<file path="src/rtl/uart_pkg.sv">
// Shared types and constants for the MMIO UART transmitter.
package uart_pkg;

  typedef enum logic [1:0] {
    IDLE  = 2'd0,
    START = 2'd1,
    DATA  = 2'd2,
    STOP  = 2'd3
  } uart_tx_state_t;

  localparam int UART_DATA_BITS            = 8;
  localparam int UART_DEFAULT_CLKS_PER_BIT = 868;

endpackage

</file>
<file path="src/rtl/uart_tx_fifo.sv">
// Byte FIFO for the UART transmitter; DEPTH must be a power of two so the pointers wrap naturally.
module uart_tx_fifo #(
  parameter int DEPTH = 16
) (
  input  logic       clk,
  input  logic       Rst,
  input  logic       push,
  input  logic       pop,
  input  logic [7:0] din,
  output logic [7:0] dout,
  output logic       empty,
  output logic       full
);

  localparam int AW = (DEPTH > 1) ? $clog2(DEPTH) : 1;
  localparam int CW = $clog2(DEPTH + 1);

  logic [7:0]    r_mem [DEPTH];
  logic [AW-1:0] r_wr_ptr;
  logic [AW-1:0] r_rd_ptr;
  logic [CW-1:0] r_count;
  logic          w_push;
  logic          w_pop;

  // A push while full is refused even if a pop happens in the same cycle.
  assign w_push = push & ~full;
  assign w_pop  = pop & ~empty;

  always_ff @(posedge clk) begin
    if (w_push) r_mem[r_wr_ptr] <= din;
  end

  always_ff @(posedge clk) begin
    if (Rst) begin
      r_wr_ptr <= '0;
      r_rd_ptr <= '0;
      r_count  <= '0;
    end else begin
      if (w_push) r_wr_ptr <= r_wr_ptr + 1'b1;
      if (w_pop)  r_rd_ptr <= r_rd_ptr + 1'b1;
      case ({w_push, w_pop})
        2'b10:   r_count <= r_count + 1'b1;
        2'b01:   r_count <= r_count - 1'b1;
        default: r_count <= r_count;
      endcase
    end
  end

  assign dout  = r_mem[r_rd_ptr];
  assign empty = (r_count == '0);
  assign full  = (r_count == CW'(DEPTH));

endmodule

</file>
<file path="src/rtl/uart_mmio_tx.sv">
// MMIO-fed 8N1 UART transmitter. Define UART_TX_FIFO_EN for a FIFO_DEPTH-entry
// buffer; otherwise a single holding register buffers the next byte.
//
// state | meaning
// IDLE  | line high, waiting for a buffered byte
// START | start bit (low) for CLKS_PER_BIT cycles
// DATA  | eight data bits, LSB first
// STOP  | stop bit (high), then chain to the next byte or go idle
module uart_mmio_tx
  import uart_pkg::*;
#(
  parameter int CLKS_PER_BIT = UART_DEFAULT_CLKS_PER_BIT,
  parameter int FIFO_DEPTH   = 16
) (
  input  logic        clk,
  input  logic        Rst,
  input  logic        mmio_wea,
  input  logic [31:0] mmio_dat,
  output logic        tx,
  output logic        tx_busy,
  output logic        tx_full,
  output logic        tx_overflow
);

  localparam int BW = (CLKS_PER_BIT > 1) ? $clog2(CLKS_PER_BIT) : 1;

  uart_tx_state_t r_state;
  logic [BW-1:0]  r_baud;
  logic [2:0]     r_bit_idx;
  logic [7:0]     r_shift;
  logic           r_tx;
  logic           r_overflow;
  logic           w_baud_end;
  logic           w_push;
  logic           w_pop;
  logic           w_empty;
  logic           w_full;
  logic [7:0]     w_dout;
  logic           w_unused_dat;

  assign w_unused_dat = ^mmio_dat[31:8];
  assign w_baud_end   = (r_baud == BW'(CLKS_PER_BIT - 1));
  assign w_push       = mmio_wea & ~w_full;
  assign w_pop        = ~w_empty & ((r_state == IDLE) | ((r_state == STOP) & w_baud_end));

`ifdef UART_TX_FIFO_EN
  uart_tx_fifo #(
    .DEPTH (FIFO_DEPTH)
  ) u_fifo (
    .clk   (clk),
    .Rst   (Rst),
    .push  (w_push),
    .pop   (w_pop),
    .din   (mmio_dat[7:0]),
    .dout  (w_dout),
    .empty (w_empty),
    .full  (w_full)
  );
`else
  localparam int unused_fifo_depth = FIFO_DEPTH;

  logic [7:0] r_hold;
  logic       r_hold_vld;

  // Push needs an empty holder and pop needs a full one, so they never coincide.
  always_ff @(posedge clk) begin
    if (Rst) begin
      r_hold_vld <= 1'b0;
    end else if (w_push) begin
      r_hold     <= mmio_dat[7:0];
      r_hold_vld <= 1'b1;
    end else if (w_pop) begin
      r_hold_vld <= 1'b0;
    end
  end

  assign w_empty = ~r_hold_vld;
  assign w_full  = r_hold_vld;
  assign w_dout  = r_hold;
`endif

  // tx is registered from the current state, so it lags the state by one edge.
  always_ff @(posedge clk) begin
    if (Rst) begin
      r_state    <= IDLE;
      r_baud     <= '0;
      r_bit_idx  <= '0;
      r_shift    <= '0;
      r_tx       <= 1'b1;
      r_overflow <= 1'b0;
    end else begin
      if (mmio_wea & w_full) r_overflow <= 1'b1;
      case (r_state)
        IDLE: begin
          r_tx   <= 1'b1;
          r_baud <= '0;
          if (w_pop) begin
            r_shift <= w_dout;
            r_state <= START;
          end
        end
        START: begin
          r_tx <= 1'b0;
          if (w_baud_end) begin
            r_baud    <= '0;
            r_bit_idx <= '0;
            r_state   <= DATA;
          end else begin
            r_baud <= r_baud + 1'b1;
          end
        end
        DATA: begin
          r_tx <= r_shift[0];
          if (w_baud_end) begin
            r_baud  <= '0;
            r_shift <= r_shift >> 1;
            if (r_bit_idx == 3'(UART_DATA_BITS - 1)) r_state <= STOP;
            else r_bit_idx <= r_bit_idx + 1'b1;
          end else begin
            r_baud <= r_baud + 1'b1;
          end
        end
        STOP: begin
          r_tx <= 1'b1;
          if (w_baud_end) begin
            r_baud <= '0;
            if (w_pop) begin
              r_shift <= w_dout;
              r_state <= START;
            end else begin
              r_state <= IDLE;
            end
          end else begin
            r_baud <= r_baud + 1'b1;
          end
        end
        default: r_state <= IDLE;
      endcase
    end
  end

  assign tx          = r_tx;
  assign tx_busy     = ~((r_state == IDLE) & w_empty);
  assign tx_full     = w_full;
  assign tx_overflow = r_overflow;

endmodule

</file>
<file path="config.mk">
export PLATFORM = sky130hd
export DESIGN_NAME = uart_mmio_tx
export DESIGN_NICKNAME = d
export VERILOG_FILES = /design/src/rtl/uart_pkg.sv /design/src/rtl/uart_tx_fifo.sv /design/src/rtl/uart_mmio_tx.sv
export SDC_FILE = /design/constraint.sdc
export NUM_CORES = 1
export LEC_CHECK = 0
export CAP_MARGIN = 0
export CORE_ASPECT_RATIO = 0.8
export CORE_MARGIN = 2
export CORE_UTILIZATION = 35
export DETAILED_ROUTE_END_ITERATION = 8
export HOLD_SLACK_MARGIN = 0.1
export PLACE_DENSITY_LB_ADDON = 0.12
export SYNTH_ARGS = -nofsm -noshare
export SYNTH_HDL_FRONTEND = slang
export SYNTH_HIERARCHICAL = 1
export SYNTH_SLANG_ARGS = --single-unit
</file>
<file path="constraint.sdc">
create_clock -name clk -period 2 [get_ports clk]
set_clock_uncertainty 0.05 [all_clocks]
set_input_delay 0.6 -clock clk [delete_from_list [all_inputs] [get_ports clk]]
set_output_delay 0.6 -clock clk [all_outputs]
set_load 0.005 [all_outputs]
</file>
# After elaboration in Yosys (flattened, before gate mapping)
# Cells that the tools add are included.
[word_totals]
register_bits = 34
in_bits = 35
elab_cells = 60
output_inout_bits = 4
[classes]
mux = 20
reduce_logical = 10
bitwise = 9
n_eq_ne = 11
addsub = 2
[ops]
columns = ["cell", "count"]
rows = [
  ["$mux 8", 3],
  ["$pmux 8 s3", 1],
  ["$pmux 10 s2", 1],
  ["$ne 2x2->1 const B", 6],
  ["$add 10x1->10 const B", 1],
  ["$eq 10x10->1 const B", 1],
  ["$mux 10", 1],
  ["$mux 2", 5],
  ["$mux 3", 3],
  ["$pmux 2 s4", 1],
  ["$pmux 3 s2", 1],
  ["$and 1x1->1", 5],
  ["$reduce_and 5->1", 1],
  ["$eq 2x2->1 const B", 2],
  ["$reduce_and 4->1", 1],
  ["$reduce_bool 2->1", 2],
  ["$add 3x1->3 const B", 1],
  ["$eq 3x3->1 const B", 1],
  ["$mux 1", 3],
  ["$not 1->1", 3],
  ["$pmux 1 s3", 1],
  ["$reduce_and 3->1", 1],
  ["$reduce_bool 3->1", 1],
  ["$reduce_or 3->1", 1],
  ["5 further kinds", 5],
]

# Logic depth before layout (Yosys ltp)
# Gate-level depths: netlist (run 1).
[depth]
ltp_word = 7
depth_mapped = 8
mapped_depth_nobuf = 6

# Worst setup path before layout (run 1)
# No wires, ideal clock.
[synth_timing]
kind = "reg2reg"
from = "reg r_state[0]"
to = "reg r_shift[0]"
arrival_time_ps = 1931
stages_incl_launch_ff = 8
period_less_slack_ps = 2102
path_slack_ps = -102
path_cell_list = "dfxtp_1 > inv_1 > ha_1 > clkbuf_1 > nor3_1 > nand3_1 > a221o_2 > mux2_4"
[synth_via]
elab_chain_len = 7
elab_cells_between_ends = 13
[synth_rtl]
columns = ["item", "line", "source"]
rows = [
  ["start, declared", "uart_mmio_tx.sv:27", "uart_tx_state_t r_state;"],
  ["start signal, assigned", "uart_mmio_tx.sv:85", "r_state <= IDLE;"],
  ["start signal, assigned", "uart_mmio_tx.sv:99", "r_state <= START;"],
  ["start signal, assigned", "uart_mmio_tx.sv:107", "r_state <= DATA;"],
  ["$eq 2x2->1", "uart_mmio_tx.sv:44, uart_mmio_tx.sv:93", ""],
  ["$and 1x1->1", "uart_mmio_tx.sv:44", "assign w_pop = ~w_empty & ((r_state == IDLE) | ((r_state == STOP) & w_baud_end));"],
  ["$or 1x1->1", "uart_mmio_tx.sv:44", ""],
  ["$and 1x1->1", "uart_mmio_tx.sv:44", ""],
  ["$mux 8 (2 in series)", "-", ""],
  ["$pmux 8 s3", "uart_mmio_tx.sv:93", "case (r_state)"],
  ["end signal, assigned", "uart_mmio_tx.sv:98", "r_shift <= w_dout;"],
  ["end signal, assigned", "uart_mmio_tx.sv:116", "r_shift <= r_shift >> 1;"],
  ["end signal, assigned", "uart_mmio_tx.sv:128", "r_shift <= w_dout;"],
  ["end, declared", "uart_mmio_tx.sv:30", "logic [7:0] r_shift;"],
]
# Several ways; a longest one is shown, not always the timed one. The select of a mux whose other input is x is not followed.
# A chain may end at the register's enable or synchronous reset.

# Worst setup path after layout (run 1)
[layout_timing]
from = "reg r_state[1]"
to = "reg r_shift[5]"
# Same word-level chain as after synthesis.

==> results of run 1 <==
==> power breakdown <==
| part | total [uW] | internal (uW) | switching (uW) |
|---|---|---|---|
| sequential | 786 | 758 | 28.1 |
| combinational | 695 | 369 | 326 |
| clock | 516 | 281 | 236 |
==> registers in the layout (all words and copies together), names as in the netlist <==
register and cells:
tx_overflow 1, tx_full 1, r_shift 8, tx 1
r_baud 10, r_bit_idx 3, r_state 2, r_hold 8
==> per-stage QoR <==
stage	hold slack (ns)	cells	area [um2]	setup WS [ns]
floorplan	0.368	157	1640	0.0584
global placement	0.403	239	1940	0.0394
detailed placement	0.415	239	1940	0.0142
CTS	0.431	249	2080	0.0146
global route	0.462	252	2130	-0.0689
finish	0.419	252	2130	-0.0341
==> cells in the final DEF (no fill, tap or decap), drive strengths merged <==
master,n
a211oi,1
a21oi,7
a221o,1
a221oi,1
a311oi,1
a31oi,2
and2,1
and3,3
and4bb,1
buf,17
clkbuf,8
clkdlybuf4s50,13
dfxtp,26
dlygate4sd2,1
edfxtp,8
ha,8
inv,5
mux2,7
mux2i,8
nand2,6
nand2b,3
nand3,4
nand4,5
nor2,21
nor2b,9
nor3,4
nor3b,1
o21ai,8
or2,1
or3b,1
or4,2
xnor2,5
xor2,3
==> cells by family after synthesis <==
| family | Yosys count | share of synthesized area (%) |
|---|---|---|
| mux | 15 | 11.1 |
| compound gates | 21 | 8.28 |
| fa+ha+maj | 8 | 6.13 |
| xor+xnor | 8 | 4.29 |
| flops | 34 | 46.6 |
| simple gates | 62 | 21.5 |
| buf+inv | 9 | 2.07 |
==> path summary, 6_finish.rpt <==
path | cells past startpoint | slack, ns | end
worst max-delay path | 7 | -0.03 | r_shift[5]
worst min-delay path | 2 | 0.42 | tx_overflow
worst max register to register | 7 | -0.03 | r_shift[5]
worst min register to register | 2 | 0.42 | tx_overflow
==> worst max-delay path, stage by stage (launching register included) <==
cell and delay, ns:
dfxtp_2 0.33, buf_6 0.12, buf_6 0.11, ha_4 0.17, nor3_4 0.21, nand3_2 0.12, a221o_2 0.49, mux2_4 0.32
==> routing by layer <==
layer	track usage (%)	part of all wire (%)	vias to the layer above
met2	20.7	47	15
met4	4.45	0.54	0
met1	18.0	50	595
met5	0	0	-
li1	-	-	618
met3	4.12	2.3	2
==> cell type report <==
type	count	area share, %
multi-input combinational	114	41.9
sequential	34	35.9
timing repair buffer	31	13.4
clock buffer	8	4.22
tap	60	3.52
inverter	5	0.996
==> what timing repair did <==
item	CTS	global route
hold endpoints to repair	0	0
endpoints found under the setup margin	1	9
setup buffers	2	3
gates resized for setup	11	7
pin swaps	3	6
==> key figures, run 1 <==
Critical path
  – Kind of critical path: flop to flop
  – CP max FO: 6
  – Crit path from: r_state[1]
  – Reg2reg start: r_state[1]
  – Crit path DAT: ~2.2 ns
  – Worst setup EP type: flop
  – Startpoint Class: flop
  – Critical Path RT: ~2.1 ns

Drt
  – Post-detailed-route count of antenna-violating nets: 0
  – Avg WL per Cell: approximately 13 um
  – # DRC: 0
  – Via Count: 1230
  – Drt initial violations: 72
  – Via density: 4.88
  – Final WL: 3330 um
  – Drt pass-1 iters: 6

Synthesis
  – Dominant synthesized flop cell: dfxtp_1
  – Post-synthesis cell area: ~0.0016 mm2
  – Synth area leader: dfxtp_1
  – YS warnings: 6
  – Async SR Flop Fraction: 0%
  – Cells after synthesis: 157
  – Synthesized Nets: 200
  – Largest cells by area after synthesis: dfxtp_1 (32%), edfxtp_1 (15%), ha_1 (6.1%), mux2_4 (5.5%), mux2i_1 (4.9%)
  – Top-count cell post-synth: dfxtp_1
  – Yosys reg bits: 34
  – Seq/Total Area, Yosys: 46.6%
  – Avg Cell Area, Syn: between 10 and 15 um2
  – Synth unique cells: 32
  – Top cells by count, synth: dfxtp_1 (26), nor2_1 (21), nor2b_1 (9)
  – Top-area cell type share of the netlist area: 31.9%
  – Number of synthesized flops with an enable pin: 8

Power
  – Max VDD drop: between 0.3 and 0.4 mV
  – Design Power: 2000 uW
  – PD cells: 936 mW/mm2
  – Pleak: just under 0.0008 uW

Clocking
  – Inserted Clock Buffers: 5
  – H-tree levels: 2
  – Root buf cell: clkbuf_8
  – Clock sink total: 34
  – Clock latency on the worst-skew pair: 0.28 ns
  – Clock tree from TritonCTS: built
  – Hold buffer count at cts: 0
  – Maximum clock path buffer count: 2
  – Clock slew at reported path FFs: 0.07 ns

STA
  – Final worst setup slack: -0.0341 ns
  – Final Hold Vio Count: 0
  – Fin Setup TNS: -0.174 ns
  – Tightest Pin Transition: between 0.3 and 0.4 ns
  – Slew headroom: 75.9%
  – Final Setup Violations: 6
  – Post-layout min period: 2.03 ns
  – F_max: 0.492 GHz
  – RSZ-0062 raised after global routing: true
  – Fin crit share: 102%
  – Max Slew Vio Count: 0

Final layout
  – Register Area: around 770 um2
  – N_diodes: 0
  – Nets: 234
  – Multi-input gate area: 895 um2
  – Fill cells: between 400 and 500
  – Final core area utilization: 47.0%
  – Synth-to-Final Area Change: 30.7%
  – Layout cells sized above 1: between 20 and 30%

Placed design
  – IO buf count: 14
  – DP Wirelength: about 2300 um
  – Gp weighted congestion: 0.801

Floorplanning
  – Initial Utilization: 36.0%
  – Core area: 0.00454 mm2
  – Die footprint: ~0.0052 mm2
  – FP Rows: 22
  – Die H: between 60 and 70 um
  – Ports: 39
  – Horiz. Die Dim: 80.4 um

GRT
  – Antenna violations before repair: 0
  – Total track usage: 13.4%
  – Wire length of the first global-routing pass: 5350 um
  – Largest net degree at the start of global routing: 27
  – GR Overflow Total: 0
  – Number of global-route vias before repair: 1162

Run status
  – Status: finished with violations
  – Failing checks: negative setup slack

Min path
  – Hold_sp: tx_overflow
  – Min-delay worst type: flop to flop

Flow run
  – Max-Cap Viols: 0
Power figures use the tool's default switching activity.
==> inputs of run 2 (changes only) <==
--- a/config.mk
+++ b/config.mk
@@ -10,6 +10,7 @@
 export CORE_MARGIN = 2
 export CORE_UTILIZATION = 35
 export DETAILED_ROUTE_END_ITERATION = 8
+export DONT_BUFFER_PORTS = 1
 export HOLD_SLACK_MARGIN = 0.1
 export PLACE_DENSITY_LB_ADDON = 0.12
 export SYNTH_ARGS = -nofsm -noshare
==> constraint.sdc (replaced) <==
create_clock -name clk -period 2.19 [get_ports clk]
set_clock_uncertainty 0.05 [all_clocks]
set_input_delay 0.657 -clock clk [delete_from_list [all_inputs] [get_ports clk]]
set_output_delay 0.657 -clock clk [all_outputs]
set_load 0.005 [all_outputs]
==> run 2 against run 1 <==
- via count is 11% lower
- cell area fell by 14%
- largest cell class unchanged
- the run now ends clean
- routed wire length is 12% lower
- hold slack got worse by 0.050 ns
- sequential power fell by 7.9%
- largest power group unchanged
- maximum frequency fell by 1.2%
- global-route usage decreased by 0.23 points
- sequential share of layout area increased by 5.6 points
- clock power up 14%
- total power decreased by 16%
- sequential cell count unchanged
- critical path type unchanged
==> key figures, run 2 (same netlist as run 1, synthesis figures left out) <==
STA
  – Fin crit share: 94.0% (-7.7 points)
  – Fin Setup TNS: 0 ns (+0.174 ns)
  – Slew headroom: 76.6% (+0.70 points)
  – Post-layout min period: 2.06 ns (+0.0254 ns)
  – Final worst setup slack: 0.130 ns (+0.165 ns)
  – Max Slew Vio Count: 0 (unchanged)
  – RSZ-0062 raised after global routing: false
  – F_max: 0.486 GHz (-1.2%)
  – Tightest Pin Transition: 0.347 ns (-0.0105 ns)
  – Final Setup Violations: 0 (-6)
  – Final Hold Vio Count: 0 (unchanged)

GRT
  – Largest net degree at the start of global routing: 27 (unchanged)
  – Wire length of the first global-routing pass: 5180 um (-3.1%)
  – Total track usage: 13.2% (-0.23 points)
  – Antenna violations before repair: 0 (unchanged)
  – GR Overflow Total: 0 (unchanged)
  – Number of global-route vias before repair: 1123 (-3.4%)

Placed design
  – Pre-CTS setup slack: 0.00451 ns (-0.00973 ns)
  – IO buf count: 0 (-14)
  – Gp weighted congestion: 0.770 (-3.9%)
  – DP Wirelength: 2070 um (-8.5%)

Critical path
  – Startpoint Class: flop
  – Worst path slowest cell: a221o_2
  – Crit path DAT: 2.20 ns (+0.05 ns)
  – CP cell instances: inv_1 > ha_1 > nor3_2 > nand3_1 > a221o_2 > mux2_4
  – Top Family by Delay on Critical Path: compound AO/OA/AOI/OAI gates
  – Crit-path max cell delay: 0.48 ns (about the same)
  – Crit path buffers/inverters: 1 (-1)
  – Kind of critical path: flop to flop
  – Critical Path RT: 2.33 ns (+0.21 ns)
  – Worst setup EP type: flop
  – CP max FO: 6 (unchanged)

Power
  – Max VDD drop: 0.435 mV (+37%)
  – Seq pwr share: 43.4% (+4.0 points)
  – Comb pwr share: 21.4% (-13 points)
  – PD cells: 909 mW/mm2 (-2.8%)
  – Sw Share: 29.4% (-0.13 points)
  – P_sw: 491 uW (-17%)
  – Pleak: 0.000655 uW (-17%)
  – Int Pwr: 1180 uW (-16%)
  – Design Power: 1670 uW (-16%)
  – Clock Power Share: 35.2% (+9.3 points)

Floorplanning
  – Die footprint: 0.00523 mm2 (unchanged)
  – Initial Utilization: 36.0% (unchanged)
  – Horiz. Die Dim: 80.4 um (unchanged)
  – Die H: 65.1 um (unchanged)
  – Ports: 39 (unchanged)
  – FP Rows: 22 (unchanged)
  – Core area: 0.00454 mm2 (unchanged)

Clocking
  – Clock latency on the worst-skew pair: 0.29 ns (about the same)
  – Inserted Clock Buffers: 5 (unchanged)
  – Clock tree from TritonCTS: built
  – Maximum clock path buffer count: 2 (unchanged)
  – Clock slew at reported path FFs: 0.08 ns (about the same)
  – Root buf cell: clkbuf_8
  – Clock sink total: 34 (unchanged)
  – Hold buffer count at cts: 0 (unchanged)
  – H-tree levels: 2 (unchanged)

Drt
  – Via Count: 1094 (-11%)
  – DR top layer: met4
  – Avg WL per Cell: 13.1 um (-0.96%)
  – Post-detailed-route count of antenna-violating nets: 0 (unchanged)
  – Final WL: 2930 um (-12%)
  – Drt initial violations: 62 (-14%)
  – Routed wl met3: 122 um (+61%)
  – # DRC: 0 (unchanged)
  – Met2 wire length: 1220 um (-23%)
  – Drt pass-1 iters: 4 (-2)
  – Wl on met1: 1510 um (-8.4%)
  – Via density: 4.88 (about the same)

Final layout
  – Layout cells sized above 1: 16.5% (-8.5 points)
  – Fill cells: 472 (+5.1%)
  – Most common cell after layout, fill and taps aside: dfxtp_1
  – Largest regs: r_baud x10, r_hold x8, r_shift x8
  – Most frequent cells in the layout: dfxtp_1 (25), nor2_1 (21), nor2b_1 (9)
  – Nets: 206 (-12%)
  – Largest reg by FF count: r_baud
  – N_diodes: 0 (unchanged)
  – Final core area utilization: 40.4% (-6.6 points)
  – Register Area: 762 um2 (-0.65%)
  – Max reg flops: 10 (unchanged)
  – Multi-input gate area: 843 um2 (-5.7%)
  – Synth-to-Final Area Change: 12.4%

Min path
  – Min-delay worst type: primary input to flop

Flow run
  – Max-Cap Viols: 0 (unchanged)

Run status
  – Status: finished clean
-- run 2: cell types whose count changed in the layout (fill, tap and decap cells not counted), sizes merged --
cell and delta:
clkbuf -3, bufinv +1, dlygate4sd2 -1, clkdlybuf4s50 -13, buf -14, clkinvlp +2
-- run 2: final cells by class --
cell class,count,share of cell area (%)
Inverter,5,1.02
Sequential cell,34,41.5
Multi-Input combinational cell,114,45.9
Clock buffer,5,3.75
Tap cell,60,4.09
Timing Repair Buffer,3,1.23
Clock inverter,3,2.45
-- run 2: path summary, 6_finish.rpt --
kind	start	endpoint	slack, ns	cells after the start
min reg2reg	r_baud[0]	r_baud[0]	0.41	1
max	r_state[0]	r_shift[5]	0.13	6
max reg2reg	r_state[0]	r_shift[5]	0.13	6
min	Rst	r_state[0]	0.37	1
-- run 2: routing by layer --
| layer | vias to the layer above | GRT usage (%) |
|---|---|---|
| met2 | 19 | 19.5 |
| met5 | - | 0 |
| met4 | 0 | 6.99 |
| met1 | 503 | 17.2 |
| li1 | 565 | - |
| met3 | 7 | 4.26 |
-- run 2: timing repair --
action                     in CTS  in global routing
setup buffers                   0                  0
pin swaps                       1                  1
gates resized for setup         1                  1
setup endpoints to repair       6                  8
hold endpoints to repair        0                  0
-- run 2: stage by stage --
step	cell area [um2]	instances	hold WS (ns)
CTS	1830	224	0.367
finish	1840	224	0.369
floorplan	1630	157	0.368
global route	1840	224	0.359
detailed placement	1720	216	0.393
global placement	1720	216	0.389
-- run 2: worst reg2reg max path: stages (launching register included) --
cell	delay (ns)
dfxtp_2	0.38
inv_1	0.10
ha_1	0.25
nor3_2	0.22
nand3_1	0.13
a221o_2	0.48
mux2_4	0.33
-- run 2: power by group through the flow --
stage               registers [uW]  logic (uW)  clock network (uW)
floorplan                      726         273                   0
global placement               735         345                   0
detailed placement             737         349                   0
CTS                            723         359                 600
global route                   732         401                 629
finish                         724         357                 588
